$ cat config.mk
export PLATFORM = sky130hd
export DESIGN_NAME = toggle_gen
export DESIGN_NICKNAME = d
export VERILOG_FILES = /design/src/rtl/toggle_gen_pkg.sv /design/src/rtl/toggle_gen_ch.sv /design/src/rtl/toggle_gen.sv
export SDC_FILE = /design/constraint.sdc
export NUM_CORES = 1
export LEC_CHECK = 0
export ABC_AREA = 1
export BUFFER_PORTS_ARGS = -buffer_cell sky130_fd_sc_hd__buf_4
export CAP_MARGIN = 10
export CORE_ASPECT_RATIO = 0.7
export CORE_MARGIN = 2
export CORE_UTILIZATION = 40
export CTS_CLUSTER_SIZE = 14
export DETAILED_ROUTE_END_ITERATION = 7
export GPL_TIMING_DRIVEN = 0
export SLEW_MARGIN = 15
export SYNTH_ARGS = -nofsm -noshare
export SYNTH_HDL_FRONTEND = slang
export SYNTH_SLANG_ARGS = --single-unit
$ cat constraint.sdc
create_clock -name i_clk -period 3.9 [get_ports i_clk]
set_input_delay 0.78 -clock i_clk [delete_from_list [all_inputs] [get_ports i_clk]]
set_output_delay 0.78 -clock i_clk [all_outputs]
set_load 0.01 [all_outputs]
$ cat src/rtl/toggle_gen_pkg.sv
// Purpose: shared types and default sizes for the toggle_gen stimulus generator.
// Latency: n/a (types only).
// Backpressure: n/a (types only).
package toggle_gen_pkg;

   localparam int CH_NUM_DEF = 4;
   localparam int CNT_W_DEF  = 16;
   localparam int NUM_W_DEF  = 16;

   // Per-channel FSM state, 2-bit encoded.
   typedef enum logic [1:0] {
      ST_IDLE = 2'd0,
      ST_RUN  = 2'd1,
      ST_TAIL = 2'd2
   } state_t;

   // One channel's configuration at the default widths.
   typedef struct packed {
      logic [CNT_W_DEF-1:0] half;
      logic [NUM_W_DEF-1:0] num;
      logic [CNT_W_DEF-1:0] tail;
      logic                 cont;
   } cfg_t;

endpackage

$ cat src/rtl/toggle_gen_ch.sv
// Purpose: one square-wave channel (burst of N toggles + tail hold, or continuous).
// Latency: start seen in cycle c -> busy in c+1, toggle k visible in c+k*max(H,1).
// Backpressure: none; start while busy is dropped, stop aborts to idle next cycle.
// Ports: i_clk, i_rst (sync, active-high); i_half/i_num/i_tail/i_cont config,
//        latched on accepted start; i_start/i_stop requests;
//        o_out waveform, o_busy (RUN or TAIL), o_done (1-cycle burst completion).
module toggle_gen_ch
   import toggle_gen_pkg::*;
#(
   parameter int   CNT_W      = CNT_W_DEF,
   parameter int   NUM_W      = NUM_W_DEF,
   parameter logic INIT_LEVEL = 1'b1
) (
   input  logic             i_clk,
   input  logic             i_rst,
   input  logic [CNT_W-1:0] i_half,
   input  logic [NUM_W-1:0] i_num,
   input  logic [CNT_W-1:0] i_tail,
   input  logic             i_cont,
   input  logic             i_start,
   input  logic             i_stop,
   output logic             o_out,
   output logic             o_busy,
   output logic             o_done
);

   state_t           r_state;
   logic [CNT_W-1:0] r_half_m1;
   logic [CNT_W-1:0] r_phase;
   logic [CNT_W-1:0] r_tail;
   logic [CNT_W-1:0] r_tail_cnt;
   logic [NUM_W-1:0] r_num;
   logic [NUM_W-1:0] r_tog;
   logic             r_cont;
   logic             r_out;
   logic             r_busy;
   logic             r_done;

   logic [CNT_W-1:0] w_half_m1;
   logic             w_wrap;
   logic [NUM_W-1:0] w_tog_nxt;

   // Store H_eff-1 so a programmed 0 behaves like 1.
   assign w_half_m1 = (i_half == '0) ? '0 : i_half - CNT_W'(1);
   assign w_wrap    = (r_phase == r_half_m1);
   assign w_tog_nxt = r_tog + NUM_W'(1);

   always_ff @(posedge i_clk) begin
      if (i_rst) begin
         r_state    <= ST_IDLE;
         r_half_m1  <= '0;
         r_phase    <= '0;
         r_tail     <= '0;
         r_tail_cnt <= '0;
         r_num      <= '0;
         r_tog      <= '0;
         r_cont     <= 1'b0;
         r_out      <= INIT_LEVEL;
         r_busy     <= 1'b0;
         r_done     <= 1'b0;
      end else begin
         r_done <= 1'b0;
         case (r_state)
            ST_IDLE: begin
               if (i_start && !i_stop) begin
                  r_half_m1  <= w_half_m1;
                  r_num      <= i_num;
                  r_tail     <= i_tail;
                  r_cont     <= i_cont;
                  r_busy     <= 1'b1;
                  r_tail_cnt <= '0;
                  // The start cycle counts as phase 0, so with H_eff=1 the
                  // first toggle already lands at this edge.
                  if (!i_cont && i_num == '0) begin
                     // No toggles: the start cycle is tail cycle 0.
                     r_state    <= ST_TAIL;
                     r_out      <= INIT_LEVEL;
                     r_tog      <= '0;
                     r_phase    <= '0;
                     r_tail_cnt <= CNT_W'(1);
                  end else if (w_half_m1 == '0) begin
                     r_out   <= ~INIT_LEVEL;
                     r_tog   <= NUM_W'(1);
                     r_phase <= '0;
                     r_state <= (!i_cont && i_num == NUM_W'(1)) ? ST_TAIL : ST_RUN;
                  end else begin
                     r_out   <= INIT_LEVEL;
                     r_tog   <= '0;
                     r_phase <= CNT_W'(1);
                     r_state <= ST_RUN;
                  end
               end
            end

            ST_RUN: begin
               if (i_stop) begin
                  r_state <= ST_IDLE;
                  r_busy  <= 1'b0;
                  r_out   <= INIT_LEVEL;
               end else if (w_wrap) begin
                  r_phase <= '0;
                  r_out   <= ~r_out;
                  r_tog   <= w_tog_nxt;
                  // Continuous mode lets r_tog wrap freely.
                  if (!r_cont && w_tog_nxt == r_num) begin
                     r_state    <= ST_TAIL;
                     r_tail_cnt <= '0;
                  end
               end else begin
                  r_phase <= r_phase + CNT_W'(1);
               end
            end

            ST_TAIL: begin
               if (i_stop) begin
                  r_state <= ST_IDLE;
                  r_busy  <= 1'b0;
                  r_out   <= INIT_LEVEL;
               end else if (r_tail_cnt >= r_tail) begin
                  // Final level is kept on o_out after completion.
                  r_state <= ST_IDLE;
                  r_busy  <= 1'b0;
                  r_done  <= 1'b1;
               end else begin
                  r_tail_cnt <= r_tail_cnt + CNT_W'(1);
               end
            end

            default: begin
               r_state <= ST_IDLE;
               r_busy  <= 1'b0;
            end
         endcase
      end
   end

   assign o_out  = r_out;
   assign o_busy = r_busy;
   assign o_done = r_done;

endmodule

$ cat src/rtl/toggle_gen.sv
// Purpose: CH_NUM independent square-wave stimulus channels on packed config buses.
// Latency: per channel, busy from c+1 after start in c; toggle k at c+k*max(H,1).
// Backpressure: none; start while busy ignored, stop aborts without done.
// Ports: i_clk, i_rst (sync, active-high); i_cfg_half/i_cfg_tail (CNT_W per channel),
//        i_cfg_num (NUM_W per channel), i_cfg_cont/i_start/i_stop (1 bit per channel);
//        o_out, o_busy, o_done (1 bit per channel). Channel i uses slice [i*W +: W].
module toggle_gen
   import toggle_gen_pkg::*;
#(
   parameter int   CH_NUM     = CH_NUM_DEF,
   parameter int   CNT_W      = CNT_W_DEF,
   parameter int   NUM_W      = NUM_W_DEF,
   parameter logic INIT_LEVEL = 1'b1
) (
   input  logic                    i_clk,
   input  logic                    i_rst,
   input  logic [CH_NUM*CNT_W-1:0] i_cfg_half,
   input  logic [CH_NUM*NUM_W-1:0] i_cfg_num,
   input  logic [CH_NUM*CNT_W-1:0] i_cfg_tail,
   input  logic [CH_NUM-1:0]       i_cfg_cont,
   input  logic [CH_NUM-1:0]       i_start,
   input  logic [CH_NUM-1:0]       i_stop,
   output logic [CH_NUM-1:0]       o_out,
   output logic [CH_NUM-1:0]       o_busy,
   output logic [CH_NUM-1:0]       o_done
);

   for (genvar i = 0; i < CH_NUM; i++) begin : g_ch
      toggle_gen_ch #(
         .CNT_W      (CNT_W),
         .NUM_W      (NUM_W),
         .INIT_LEVEL (INIT_LEVEL)
      ) u_ch (
         .i_clk   (i_clk),
         .i_rst   (i_rst),
         .i_half  (i_cfg_half[i*CNT_W +: CNT_W]),
         .i_num   (i_cfg_num[i*NUM_W +: NUM_W]),
         .i_tail  (i_cfg_tail[i*CNT_W +: CNT_W]),
         .i_cont  (i_cfg_cont[i]),
         .i_start (i_start[i]),
         .i_stop  (i_stop[i]),
         .o_out   (o_out[i]),
         .o_busy  (o_busy[i]),
         .o_done  (o_done[i])
      );
   end

endmodule

Yosys cells after proc, flatten, opt, wreduce, memory -nomap -nowiden. Index checks and enable logic that the tools add are counted.

Reduce and logical (&&, ||, !) cells: 84. Equal/unequal tests: 64. Add/subtract/negate cells: 16. Muxes and demuxes: 176. Bitwise logic cells: 8. Order comparisons: 4.

Operators by type and width (count): $mux 16 (60); $pmux 16 s2 (8); $add 16x1->16 const B (12); $logic_not 16->1 (12); $pmux 16 s3 (4); $eq 16x16->1 (8); $mux 2 (36); $eq 16x1->1 const B (4); $ge 16x16->1 (4); $sub 16x1->16 const B (4); $mux 1 (56); $reduce_and 4->1 (12); $ne 2x2->1 const B (20); $ne 3x2->1 const B (12); $reduce_and 7->1 (4); $ne 2x1->1 const B (12); $pmux 1 s3 (8); $pmux 2 s3 (4); $reduce_and 3->1 (8); $logic_and 1x1->1 (16); $logic_not 1->1 (12); $reduce_bool 3->1 (4); $reduce_or 3->1 (4); $eq 2x1->1 const B (4); other kinds (5) (24).

Register bits: 408. Output and inout port bits: 12. Input port bits: 206. Logic and storage cells: 396.

Longest topological paths before layout. Gate-level depths: netlist of run 1.

Word-level depth: 7. Gate-level depth with buffers: 18. Mapped depth without buffers: 18.

Modules after synthesis. A second synthesis of run 1 with hierarchy kept.

Cell total of the unflattened synthesis: 3990. Area, all modules: 25246.7 µm².

By module, submodules not included: toggle_gen_ch at g_ch[0].u_ch ... (area an instance 6322.3 µm², sequential area each 2042.0 µm², cells an instance 1004, instances 3); toggle_gen_ch at g_ch[3].u_ch (area an instance 6279.8 µm², sequential area each 2042.0 µm², cells an instance 978, instances 1).

Worst setup path before layout of run 1. OpenSTA, ideal clock, no wires.

Path type: input -> register. Start point: input i_cfg_half[48]. End point: register g_ch[3].u_ch.r_state[0]. Path slack: 1.331 ns. Stages: 14. Data arrival time: 2.457 ns. Buffers on the path: 1. Data required time: 3.788 ns. Setup time: 0.112 ns. Cell sequence: inv_1 ha_1 nand3_1 nor2_1 nand3_1 buf_2 nand2_1 nand2_1 nor3_1 nand3_1 o21ai_0 nor2_1 nor2_1 nor2_1.

Word-level cells in the longest chain between the ends: 7. Elaborated cells between the ends (all ways): 8. Those cells by class: 1 x add/sub; 5 x mux; 2 x reduce/logical.

RTL lines: from (decl) (RTL line toggle_gen.sv:17) `input logic [CH_NUM*CNT_W-1:0] i_cfg_half,`; $sub 16x1->16 / $logic_not 16->1 (equally long branches) (RTL line toggle_gen_ch.sv:44) `assign w_half_m1 = (i_half == '0) ? '0 : i_half - CNT_W'(1);`; $mux 16 * (RTL line toggle_gen_ch.sv:44); $logic_not 16->1 * (RTL line toggle_gen_ch.sv:81) `end else if (w_half_m1 == '0) begin`; $mux 2 * (RTL line toggle_gen_ch.sv:81); $mux 2 * (RTL line toggle_gen_ch.sv:74) `if (!i_cont && i_num == '0) begin`; $mux 2 * (RTL line toggle_gen_ch.sv:65) `if (i_start && !i_stop) begin`; $pmux 2 s3 * (RTL line toggle_gen_ch.sv:63) `case (r_state)`; to (signal assigned) (RTL line toggle_gen_ch.sv:85) `r_state <= (!i_cont && i_num == NUM_W'(1)) ? ST_TAIL : ST_RUN;`; to (decl) (RTL line toggle_gen_ch.sv:27) `state_t r_state;`.

Mark *: on every way between the ends. The rest lies on a longest branch, timed or not. The select of a mux whose other input is x is not followed. A chain may end at the register's enable or synchronous reset.

==> out/results.tsv, run 1 <==
stage	metric	value	unit
status	status	finished, final reports clean	
grt	GR Util All Layers	24.3	%
sta	RSZ-0062 raised after global routing	false	
die	Die Wd	301	µm
grt	number of global-route vias before repair	22400	
placed_design	gpl congestion	0.918	
pwr	Worst IR Drop VDD	278	µV
sta	# setup viols final	0	
cells_and_area	area growth from synthesis to final layout	16.3	%
cts	CTS Sinks	408	
pwr	Psw	6920	µW
pwr	Clock power frac	24.9	%
logic_synthesis	cell area after synthesis	24600	µm²
setup_path	Worst path max stage delay	0.85	ns
setup_path	Crit. Startpoint	i_rst	
die	core area	61100	µm²
setup_path	Worst setup EP type	register	
cells_and_area	fraction of layout cells with a size suffix above 1	9.54	%
setup_path	worst-path cell chain	clkbuf_1, inv_1, clkbuf_1, clkbuf_1, clkbuf_1, nand2_1, nor2_1	
setup_path	crit start category	input port	
grt	first-pass GRT wire length	123000	µm
cells_and_area	final core occ	46.8	%
logic_synthesis	post-synth top area cell	dfxtp_1	
logic_synthesis	sequential share of the synthesized area	33.2	%
setup_path	Worst Setup EP	g_ch[3].u_ch.r_tail_cnt[7]	
sta	Fin Setup TNS	0	ns
setup_path	CP max FO	10	
die	die area	63600	µm²
cts	Worst-Skew Late Latency	0.58	ns
logic_synthesis	Syn Inst Count	3803	
cts	setup bufs post-CTS	0	
route	wire length per cell	16.0	µm
setup_path	worst r2r dst	g_ch[1].u_ch.r_tog[8]	
route	DRC Markers	0	
die	row count	76	
flow_run	# Max-Cap Violations	0	
setup_path	worst path required time	4.41	ns
route	Vias	25100	
logic_synthesis	post-synth top area share	33.2	%
pwr	Lkg Pwr	0.0120	µW
cts	Hold Buf Count CTS	0	
logic_synthesis	Yosys reg bits	408	
pwr	pwr/cell area	577	nW/µm²
setup_path	path depth of the worst reg2reg path	10	
pwr	switching share of power	41.9	%
cts	CTS Buf Count	45	
sta	final hold violations	0	
placed_design	HPWL Detailed	61100	µm
route	DRT iter0 DRCs	2112	
route	drt total wl	78600	µm
cts	CTS tree	built	
setup_path	CP Class	in2reg	
logic_synthesis	Post-synth EDFFs	0	
cells_and_area	Final Net Count	4368	
die	die extent in y	212	µm
sta	Final Max Slew Viols	0	
grt	most used routing layer	met1	
grt	grt met2 use	33.5	%
grt	initial antenna violation count	0	
cts	Post-CTS Resized	0	
route	antenna-violating nets left	0	
grt	M3 GR Usage	4.04	%
logic_synthesis	most frequent cell after synthesis	nand2_1	
logic_synthesis	Netlist cell types	55	
grt	grt total ovfl	0	
cells_and_area	Inserted Diodes	0	
hold_path	worst min-delay path class	in2reg	
setup_path	Crit path arrival time	3.65	ns
logic_synthesis	most used flip-flop cell after synthesis	dfxtp_1	
setup_path	Worst path most repeated cell	clkbuf_1	
logic_synthesis	top cells by area, synth	dfxtp_1 33%, nand2_1 12%, a21oi_1 7.4%, nor2_1 7.3%, inv_1 7.2%	
sta	Worst Skew	0.0172	ns
logic_synthesis	Synth top cells by count	792 x nand2_1, 477 x nor2_1, 471 x inv_1	
logic_synthesis	async set or reset register ratio after synthesis	0	%
sta	post-layout min period	3.15	ns
cts	clk root buf	clkbuf_16	
cts	H-tree Lvls	2	
die	Initial Utilization	40.3	%
cts	CTS clk-pin slew, worst paths	0.06	ns
placed_design	I/O Buffers	216	
route	DRT Pass-1 Iters	6	
logic_synthesis	Syn. warnings	0	
sta	Worst Tran Pin Value	1.12	ns
grt	largest net degree at the start of global routing	14	
route	drt via density	5.11	
setup_path	r2r setup slk	0.87	ns
pwr	Int Pwr	9600	µW
die	I/O pin count	218	
cts	Longest Clk Path Bufs	3	
pwr	Seq pwr share	33.4	%
sta	Final period util	80.7	%
sta	relative slew slack	25.2	%
logic_synthesis	syn_nets	4105	
setup_path	Worst path slowest cell	clkbuf_1	
setup_path	Worst R2R Start	g_ch[1].u_ch.r_state[1]	
grt	M1 GR Usage	38.8	%
logic_synthesis	Avg Cell Area, Syn	6.47	µm²
sta	fmax	0.318	GHz
pwr	Comb power frac	41.7	%
-- routing by layer --
metal  up-vias  part of all wire [%]  wire [µm]
met1     11400                    53      41400
li1      13000                     -          -
met5         -                     0          0
met4         0                   1.5       1160
met3        72                   7.3       5730
met2       724                    38      30200
-- critical path, delay by kind of cell --
family / cells / cell delay, ns
buffers and inverters: 5 / 2.60
AND/OR/NAND/NOR: 2 / 0.25
-- cell type report --
cell class / instances / area, µm²
multi-input combinational: 2773 / 14000
clock buffer: 65 / 1290
inverter: 488 / 1830
fill: 6484 / 32500
timing repair buffer: 216 / 1620
clock inverter: 13 / 70.1
tap: 819 / 1020
sequential: 408 / 8170
buffer: 134 / 598
-- registers in the layout (all words and copies together) (netlist names) --
signal,count
g_ch.u_ch.o_done,4
g_ch.u_ch.r_half_m1,64
g_ch.u_ch.r_phase,64
g_ch.u_ch.o_out,4
g_ch.u_ch.r_tog,64
g_ch.u_ch.r_cont,4
g_ch.u_ch.r_state,8
g_ch.u_ch.r_num,64
g_ch.u_ch.r_tail,64
g_ch.u_ch.r_tail_cnt,64
g_ch.u_ch.o_busy,4
-- worst min-delay path by stage --
stage	start	endpoint	slack, ns	cells after the start
finish	i_cfg_tail[0]	g_ch[0].u_ch.r_tail[0]	0.44	3
global placement	g_ch[0].u_ch.r_num[11]	g_ch[0].u_ch.r_num[11]	0.45	2
floorplan	g_ch[2].u_ch.r_cont	g_ch[2].u_ch.r_cont	0.43	2
global route	i_cfg_tail[0]	g_ch[0].u_ch.r_tail[0]	0.44	3
CTS	i_cfg_tail[0]	g_ch[0].u_ch.r_tail[0]	0.41	3
detailed placement	g_ch[3].u_ch.r_tail[10]	g_ch[3].u_ch.r_tail[10]	0.45	2
-- placed cells by master, fill, tap and decap left out, types with 21 or more instances in the layout --
| cell type | n |
|---|---|
| o21ai_0 | 285 |
| ha_1 | 96 |
| clkbuf_1 | 109 |
| xor2_1 | 50 |
| nand2_1 | 792 |
| nand4_1 | 69 |
| buf_4 | 230 |
| dfxtp_1 | 408 |
| inv_1 | 471 |
| nand3_1 | 334 |
| clkbuf_16 | 45 |
| a21oi_1 | 362 |
| o22ai_1 | 21 |
| xnor2_1 | 43 |
| nor3_1 | 47 |
| or2_2 | 22 |
| nor2_1 | 477 |
-- cells by family after synthesis --
logic type,count (synthesis),share of synthesized area (%)
simple gates,1824,31.9
compound gates,752,16.2
buf+inv,622,9.87
flops,408,33.2
xor+xnor,101,4.05
fa+ha+maj,96,4.88
-- per-stage QoR --
step / hold WS (ns) / power (µW) / instance area, µm² / std cells / worst slack (ns)
3_3_place_gp: 0.448 / 12300 / 27300 / 4838 / 0.106
2_1_floorplan: 0.430 / 10300 / 24600 / 3803 / 1.33
6_report: 0.442 / 16500 / 28600 / 4916 / 0.753
3_5_place_dp: 0.451 / 12400 / 27300 / 4838 / 0.105
5_1_grt: 0.438 / 17800 / 28600 / 4916 / 0.621
4_1_cts: 0.410 / 16500 / 28600 / 4916 / 0.706
-- power by group through the flow --
stage	clock [µW]	sequential [µW]	combinational, µW
2_1_floorplan	0	5410	4940
3_3_place_gp	0	5600	6730
3_5_place_dp	0	5600	6780
4_1_cts	4190	5510	6820
5_1_grt	4360	5620	7830
6_report	4110	5520	6880
(Power assumes the default switching activity.)
==> inputs of run 2 (changes only) <==
Settings changed: ABC_AREA 1 to 0.
Clock period 3.9 ns to 2.5 ns, I/O delays scaled along.
==> out/results.tsv, run 2 <==
stage	metric	value	unit	change
status	status	finished, violations left		
status	failing checks	negative setup slack		
cts	Worst-Skew Late Latency	0.59	ns	about the same
logic_synthesis	Syn Inst Count	3161		-17%
setup_path	Crit path arrival time	3.46	ns	-0.19 ns
pwr	Lkg Pwr	0.0118	µW	-2.1%
logic_synthesis	Post-synth EDFFs	0		unchanged
logic_synthesis	top cells by area, synth	dfxtp_1 34%, nand2_1 7.9%, a21oi_1 6.4%, ha_1 5.0%, xor2_1 4.5%		
logic_synthesis	Netlist cell types	92		+67%
setup_path	CP max FO	4		-6
route	antenna-violating nets left	0		unchanged
setup_path	CP Class	reg2reg		
route	Vias	24200		-3.7%
placed_design	instance area at placement	27200	µm²	-0.42%
placed_design	HPWL Detailed	58200	µm	-4.8%
sta	relative slew slack	23.4	%	-1.8 points
cts	CTS Sinks	408		unchanged
setup_path	worst path required time	2.98	ns	-1.43 ns
logic_synthesis	Yosys reg bits	408		unchanged
cts	H-tree Lvls	2		unchanged
route	DRT Pass-1 Iters	5		-1
route	DRC Markers	0		unchanged
cells_and_area	post-route design area	31600	µm²	+10%
grt	first-pass GRT wire length	125000	µm	+1.3%
setup_path	Crit. Startpoint	g_ch[2].u_ch.r_tog[0]		
die	die extent in y	209	µm	-1.1%
setup_path	Worst R2R Start	g_ch[2].u_ch.r_tog[0]		
die	row count	75		-1.3%
cells_and_area	fraction of layout cells with a size suffix above 1	22.9	%	+13 points
die	die area	62200	µm²	-2.1%
cells_and_area	commonest cells after routing, fill and taps aside	496 x nand2_1, 347 x dfxtp_1, 322 x buf_4, 297 x a21oi_1, 248 x nor2_1		
grt	largest net degree at the start of global routing	14		unchanged
setup_path	worst r2r dst	g_ch[2].u_ch.r_tail_cnt[14]		
die	I/O pin count	218		unchanged
die	core area	59700	µm²	-2.4%
cts	Hold Buf Count CTS	0		unchanged
sta	# setup viols final	71		+71
grt	GR Util All Layers	24.7	%	+0.37 points
setup_path	crit start category	register		
logic_synthesis	post-synth top area share	33.9	%	+0.73 points
cts	clk root buf	clkbuf_16		
route	DRT iter0 DRCs	2012		-4.7%
sta	RSZ-0062 raised after global routing	true		
logic_synthesis	sequential share of the synthesized area	33.9	%	+0.73 points
sta	Worst Skew	0.0128	ns	-0.00442 ns
cells_and_area	area growth from synthesis to final layout	31.0	%	
setup_path	path depth of the worst reg2reg path	10		unchanged
route	drt total wl	80700	µm	+2.7%
pwr	Worst IR Drop VDD	438	µV	+58%
sta	final hold violations	0		unchanged
sta	post-layout min period	2.98	ns	
setup_path	Worst setup EP type	register		
placed_design	I/O Buffers	215		-0.46%
pwr	pwr/cell area	746	nW/µm²	+29%
route	wire length per cell	18.4	µm	+15%
sta	Setup WS post-layout	-0.477	ns	-1.23 ns
grt	number of global-route vias before repair	22000		-1.8%
die	Die Wd	297	µm	-1.1%
grt	grt total ovfl	0		unchanged
flow_run	# Max-Cap Violations	0		unchanged
cts	CTS clk-pin slew, worst paths	0.06	ns	about the same
logic_synthesis	most frequent cell after synthesis	nand2_1		
logic_synthesis	Synth top cells by count	507 x nand2_1, 408 x dfxtp_1, 309 x a21oi_1		
logic_synthesis	most used flip-flop cell after synthesis	dfxtp_1		
cts	Longest Clk Path Bufs	3		unchanged
setup_path	Worst Setup EP	g_ch[2].u_ch.r_tail_cnt[14]		
sta	Worst Tran Pin Value	1.15	ns	+0.0269 ns
cts	CTS Buf Count	45		unchanged
logic_synthesis	cell area after synthesis	24100	µm²	-2.2%
cells_and_area	final core occ	52.9	%	+6.1 points
logic_synthesis	post-synth top area cell	dfxtp_1		
logic_synthesis	Syn. warnings	0		unchanged
logic_synthesis	Avg Cell Area, Syn	7.62	µm²	+18%
route	drt via density	5.53		+8.1%
cells_and_area	most common cell after layout, fill and taps aside	nand2_1		
hold_path	worst min-delay path class	in2reg		
placed_design	gpl congestion	0.886		-3.5%
cts	CTS tree	built		
cells_and_area	Final Net Count	3844		-12%
sta	Final period util	119	%	
sta	Final Max Slew Viols	0		unchanged
logic_synthesis	async set or reset register ratio after synthesis	0	%	unchanged
setup_path	r2r setup slk	-0.48	ns	-1.35 ns
sta	fmax	0.336	GHz	
die	Initial Utilization	40.4	%	+0.097 points
logic_synthesis	syn_nets	3463		-16%
grt	initial antenna violation count	0		unchanged
run 2: cell types whose count changed after synthesis, sizes merged, moves of 64 or more:
cell,before,now
or3,1,65
nand2,811,507
xnor2,43,110
nor2,495,265
inv,480,127
nand3,336,102
o21ai,297,121
xor2,50,124
run 2: critical path, cell delays in order (launching register included):
cell	delay [ns]
dfxtp_2	0.33
buf_6	0.11
ha_4	0.22
xor2_2	0.14
or3_1	0.35
a2111o_1	0.38
nor4_1	0.27
o211ai_1	0.21
o21a_2	0.31
o311a_1	0.36
a41o_1	0.20
run 2: how the worst min path moves through the flow:
stage	slack (ns)	depth (start not counted)	end	startpoint
after floorplan	0.43	2	g_ch[0].u_ch.r_cont	g_ch[0].u_ch.r_cont
after global placement	0.44	2	g_ch[2].u_ch.r_tail[8]	g_ch[2].u_ch.r_tail[8]
after detailed placement	0.45	2	g_ch[1].u_ch.r_tail[10]	g_ch[1].u_ch.r_tail[10]
after CTS	0.14	3	g_ch[1].u_ch.r_tail[5]	i_cfg_tail[21]
after global routing	0.16	3	g_ch[1].u_ch.r_tail[3]	i_cfg_tail[19]
final	0.16	3	g_ch[0].u_ch.r_tail[7]	i_cfg_tail[7]
run 2: area by class of cell:
type | instances | area (µm²)
Antenna cell | 1 | 2.50
Clock inverter | 15 | 189
Buffer | 174 | 1020
Timing Repair Buffer | 344 | 2760
Tap cell | 808 | 1010
Fill cell | 5774 | 28100
Multi-Input combinational cell | 2439 | 16500
Sequential cell | 408 | 8280
Inverter | 130 | 497
Clock buffer | 63 | 1330
run 2: layer usage:
layer  track usage, %  vias up  wire, µm
li1                 -    12000         -
met1             37.3    11400     40300
met2             35.8      728     33200
met3             4.65      109      5460
met4             5.68        0      1670
met5                0        -         0
run 2: cells by family (layout without fill, tap and decap cells):
logic type,Yosys count,after routing,share of synthesized area [%]
compound gates,711,711,18.9
xor+xnor,234,234,8.51
fa+ha+maj,96,96,4.99
buf+inv,314,726,5.21
flops,408,408,33.9
mux,18,18,0.753
other cells,0,1,0
simple gates,1380,1380,27.7
run 2: power breakdown:
group | total (µW) | internal (µW) | switching [µW]
sequential | 7530 | 7040 | 490
clock | 6980 | 4100 | 2880
combinational | 9040 | 3690 | 5350
total | 23600 | 14800 | 8720
run 2: repair_timing:
item / 4_1_cts / 5_1_grt
endpoints found under the setup margin: 195 / 220
setup buffers: 75 / 51
pin swaps: 118 / 87
resized for setup: 206 / 261
hold endpoints to repair: 0 / 0
gates cloned: 5 / 2
run 2: per-stage QoR:
step	hold slack [ns]	setup slack, ns	total power [µW]	setup TNS [ns]	cells
after floorplan	0.432	-0.543	12300	-6.50	3161
after global placement	0.442	-1.02	14400	-137.58	4184
after detailed placement	0.448	-0.980	14400	-135.60	4184
after CTS	0.140	-0.497	22700	-23.47	4335
after global routing	0.161	-0.602	24700	-27.07	4381
final	0.157	-0.477	23600	-18.86	4382
